==> config.mk <==
export PLATFORM = sky130hd
export DESIGN_NAME = monolith_job_driver
export DESIGN_NICKNAME = d
export VERILOG_FILES = /design/src/rtl/monolith_job_driver.sv
export SDC_FILE = /design/constraint.sdc
export NUM_CORES = 1
export LEC_CHECK = 0
export BUFFER_PORTS_ARGS = -buffer_cell sky130_fd_sc_hd__buf_4
export CORE_MARGIN = 2
export CORE_UTILIZATION = 48
export CTS_CLUSTER_SIZE = 8
export DETAILED_ROUTE_END_ITERATION = 8
export PLACE_DENSITY = 0.81
export SYNTH_ARGS = -nofsm -noshare
export SYNTH_HDL_FRONTEND = slang
export SYNTH_SLANG_ARGS = --single-unit
==> constraint.sdc <==
create_clock -name clk -period 3.03 [get_ports clk]
set_input_delay 0.4545 -clock clk [delete_from_list [all_inputs] [get_ports clk]]
set_output_delay 0.4545 -clock clk [all_outputs]
set_load 0.02 [all_outputs]
==> src/rtl/monolith_job_driver.sv <==
// monolith_job_driver: sequences Monolith hash-engine jobs between a request and a response channel; MONOLITH_DRV_TIMEOUT_EN adds a RUN timeout abort
module monolith_job_driver #(
  parameter int TIMEOUT_CYCLES = 1024,
  parameter int CNT_W = 16
) (
  input  logic             clk,
  input  logic             reset,
  input  logic             req_valid,
  output logic             req_ready,
  input  logic [30:0]      req_in1,
  input  logic [30:0]      req_in2,
  input  logic             req_mode,
  output logic             rsp_valid,
  input  logic             rsp_ready,
  output logic [30:0]      rsp_data,
  output logic             rsp_err,
  output logic [30:0]      eng_in1,
  output logic [30:0]      eng_in2,
  output logic             eng_mode,
  output logic             eng_go,
  input  logic [30:0]      eng_out,
  input  logic             eng_valid,
  output logic             busy,
  output logic [CNT_W-1:0] job_count
);
  typedef enum logic [1:0] {IDLE, LOAD, RUN, RESP} state_t;
  state_t state, state_nx;
  logic done, tmo;
  if (TIMEOUT_CYCLES < 1) begin : g_bad_timeout
    $error("TIMEOUT_CYCLES must be at least 1");
  end
  assign req_ready = state == IDLE;
  assign busy = state != IDLE;
  assign done = state == RUN && eng_valid;
`ifdef MONOLITH_DRV_TIMEOUT_EN
  localparam int TW = $clog2(TIMEOUT_CYCLES + 1);
  logic [TW-1:0] run_cnt;
  logic err_q;
  assign tmo = state == RUN && !eng_valid && run_cnt == TW'(TIMEOUT_CYCLES - 1);
  assign rsp_err = err_q;
  // count RUN cycles from a clean start on every LOAD
  always_ff @(posedge clk)
    if (reset || state == LOAD) run_cnt <= '0;
    else if (state == RUN) run_cnt <= run_cnt + 1'b1;
  // error flag set by a timeout abort, cleared by a real engine result
  always_ff @(posedge clk)
    if (reset || done) err_q <= 1'b0;
    else if (tmo) err_q <= 1'b1;
`else
  assign tmo = 1'b0;
  assign rsp_err = 1'b0;
`endif
  // job state register
  always_ff @(posedge clk)
    if (reset) state <= IDLE;
    else state <= state_nx;
  // next-state decode
  always_comb begin
    state_nx = state;
    unique case (state)
      IDLE: state_nx = req_valid ? LOAD : IDLE;
      LOAD: state_nx = RUN;
      RUN:  state_nx = (done || tmo) ? RESP : RUN;
      RESP: state_nx = rsp_ready ? IDLE : RESP;
    endcase
  end
  // registered engine pins, response and job counter
  always_ff @(posedge clk)
    if (reset) begin
      eng_in1   <= '0;
      eng_in2   <= '0;
      eng_mode  <= 1'b0;
      eng_go    <= 1'b0;
      rsp_valid <= 1'b0;
      rsp_data  <= '0;
      job_count <= '0;
    end else begin
      if (state == IDLE && req_valid) begin
        eng_in1  <= req_in1;
        eng_in2  <= req_mode ? req_in2 : '0;
        eng_mode <= req_mode;
      end
      eng_go    <= state_nx == RUN;
      rsp_valid <= state_nx == RESP;
      if (done) rsp_data <= eng_out;
      else if (tmo) rsp_data <= '0;
      if (state == RESP && rsp_ready) job_count <= job_count + 1'b1;
    end
endmodule

==> summary.md <==
| Metric | Value |
|---|---|
| GPL Wtd Cong | 0.851 |
| Max_slew headroom | 49.5% |
| First-pass DRT Iterations | 4 |
| Drt drc | 0 |
| Sequential area share after synthesis | 54.8% |
| Syn Nets | 620 |
| Syn Area/Cell | 8.01 um^2 |
| Period utilization | 66.6% |
| Layout net count | 818 |
| Vias/cell | 5.03 |
| Total gr overflow | 0 |
| Max cap viols | 0 |
| Final setup fails | 0 |
| Share of layout cells above drive strength 1 | 35.3% |
| Worst-Margin Slew | 0.756 ns |
| Syn-to-layout area delta | 51.6% |
| Status | finished clean |
| IO Count | 214 |
| Layout Skew | 0.00781 ns |
| Footprint of the multi-input gates | 1710 um^2 |
| Post-route ant nets | 0 |
| CTS hold repair buffers | 0 |
| Floorplan row count | 33 |
| Cells along the critical path | nor2_1 -> and2_2 -> buf_4 -> nand3_1 -> a21oi_1 |
| Worst path arrival time | 2.44 ns |
| Largest delay contributor family on the critical path | simple AND/OR/NAND/NOR gates |
| Hold crit path type | primary input to flop |
| Top cell type's share of synthesized area | 54.8% |
| Final Hold Fails | 0 |
| Die Area | 9440 um^2 |
| Clock Latency Late Sink | 0.50 ns |
| Yosys reg bits | 114 |
| Post-CTS sizing | 0 |
| RSZ-0062 raised after global routing | no |
| Dpl hpwl | 8480 um |
| DRT Wirelength | 12200 um |
| Post-synthesis cell type count | 31 |
| Max stage delay on crit path | 0.57 ns |
| Sum of buffers and inverters on the critical path | 1 |
| Root Buffer | clkbuf_8 |
| Vias in the first global route | 4035 |
| DIE WIDTH | 97.1 um |
| Largest net degree at the start of global routing | 54 |
| Synthesized area | 4160 um^2 |
| Fin. max-slew vios | 0 |
| Total Neg Setup Slack | 0 ns |
| WL/cell | 14.6 um |
| Fill cells | 644 |
| Critical setup path kind | flop to flop |
| First-pass GRT wire length | 19300 um |
| Gate Count Post-Synth | 520 |
| Initial Utilization | 50.2% |
| Final core occ | 76.1% |
| # diodes | 0 |
| Max Fclk | 496 MHz |
| All-Layer GR Usage | 25.0% |
| Buffers added on ports | 212 |
| CTS tree | built |
| Crit path max-delay cell type | and2_2 |
| Leak | 2.72 nW |
| Register area | 2280 um^2 |
| Yosys top cell by area | dfxtp_1 |
| Crit start category | flop |
| Core area | 8300 um^2 |
| Initial DRC count | 163 |
| Setup Fix Bufs, Post-CTS | 0 |
| Post-route minimum period | 2.02 ns |
| Top cells by area, synth | dfxtp_1 (55%), nand2_1 (15%), a21oi_1 (12%) |
| Pwr Density | 611 nW/um^2 |
| Tot Pwr | 0.00386 W |
| Antenna violations before repair | 0 |
| Maximum vdd drop | 0.424 mV |
| Clk buf depth | 2 |
| Worst-path fanout max | 29 |
| CTS clock-pin slew for the worst setup and hold paths | 0.06 ns |
| CTS Sinks | 114 |
| CP Data Required Time | 3.45 ns |
| Die Height | 97.1 um |
| CTS Buf Count | 17 |
| Synth warn | 0 |
| Crit end category | flop |
| Clock H-tree levels | 4 |
| Vias after detailed routing | 4209 |
==> metal layers <==
| layer | GRT usage, % | part of all wire, % | vias up |
|---|---|---|---|
| met4 | 11.3 | 2.9 | 0 |
| li1 | - | - | 2119 |
| met1 | 28.3 | 40 | 1915 |
| met5 | 0 | 0 | - |
| met2 | 43.4 | 50 | 149 |
| met3 | 7.19 | 6.8 | 26 |
==> synth_stat cells <==
library cell,number
a21oi_1,101
a31oi_1,1
and2_1,2
and3_1,3
and4_1,2
buf_1,2
buf_2,9
buf_4,2
clkbuf_1,27
conb_1,1
dfxtp_1,114
ha_1,1
inv_1,3
mux2i_1,1
nand2_1,165
nand2b_1,1
nand3_1,36
nand3_4,1
nand4_1,4
nand4_2,1
nor2_1,15
nor3_1,5
nor4_1,2
o21ai_0,3
o31ai_1,1
or2_2,1
or2_4,1
or3_1,3
or4_1,1
xnor2_1,6
xor2_1,5
==> per-stage QoR <==
stage               hold slack [ns]  area, um^2  cells  worst slack, ns
floorplan                     0.530        4160    520             1.33
global placement              0.439        5780    804             1.12
detailed placement            0.445        5780    804             1.03
CTS                           0.181        6310    836             1.00
global route                  0.184        6310    836            0.867
finish                        0.201        6310    836             1.01
==> worst min-delay path, stage by stage <==
cell     delay (ns)
buf_4          0.10
nand2_1        0.04
a21oi_1        0.05
==> kinds of logic (layout without fill, tap and decap cells) <==
family                     after synthesis  in the layout  synth area share [%]
xor gates and xnor gates                11             11                  2.31
buffers and inverters                   43            254                  4.33
AOI/OAI and AO/OA                      106            106                  12.8
other                                    1              1                0.0901
adders and majority gates                1              1                 0.300
muxes                                    1              1                 0.240
and+or+nand+nor                        243            243                  25.1
DFF                                    114            114                  54.8
==> flip-flops by register name (all words and copies together), names as in the netlist <==
register	count
rsp_valid	1
rsp_data	31
eng_mode	1
eng_in1	31
state	2
eng_in2	31
eng_go	1
job_count	16
==> power breakdown <==
part,leakage (nW),switching [W],internal (W),total (W)
Sequential,0.928,0.0000409,0.00157,0.00161
Combinational,1.55,0.000290,0.000223,0.000514
Clock,0.234,0.000708,0.00103,0.00174
==> layout by cell type, fill, tap and decap left out, types with 2 or more instances in the layout <==
cell / instances
inv_1: 3
inv_6: 3
clkinvlp_4: 9
nor2_1: 14
a21oi_1: 101
clkbuf_8: 2
xnor2_1: 6
buf_4: 219
xor2_1: 5
nor4_1: 2
dfxtp_1: 114
o21ai_0: 3
and4_1: 2
or3_1: 3
nor3_1: 5
and3_1: 3
clkbuf_16: 16
nand2_1: 164
nand3_1: 36
nand4_1: 4
==> final timing paths <==
| kind | endpoint | cells after the start | slack [ns] | from |
|---|---|---|---|---|
| worst max register to register | eng_in2[10] | 5 | 1.01 | state[0] |
| worst min register to register | eng_in2[25] | 2 | 0.45 | eng_in2[25] |
| worst max-delay path | eng_in2[10] | 5 | 1.01 | state[0] |
| worst min-delay path | eng_in1[3] | 3 | 0.20 | req_in1[3] |
==> cell type report <==
class                      instances  area share (%)
tap                              105            2.08
clock buffer                      18            6.78
timing repair buffer             219            26.0
sequential                       114            36.2
multi-input combinational        363            27.1
inverter                           3           0.178
clock inverter                    14            1.70
No activity file was read; power rests on OpenSTA's default activity.
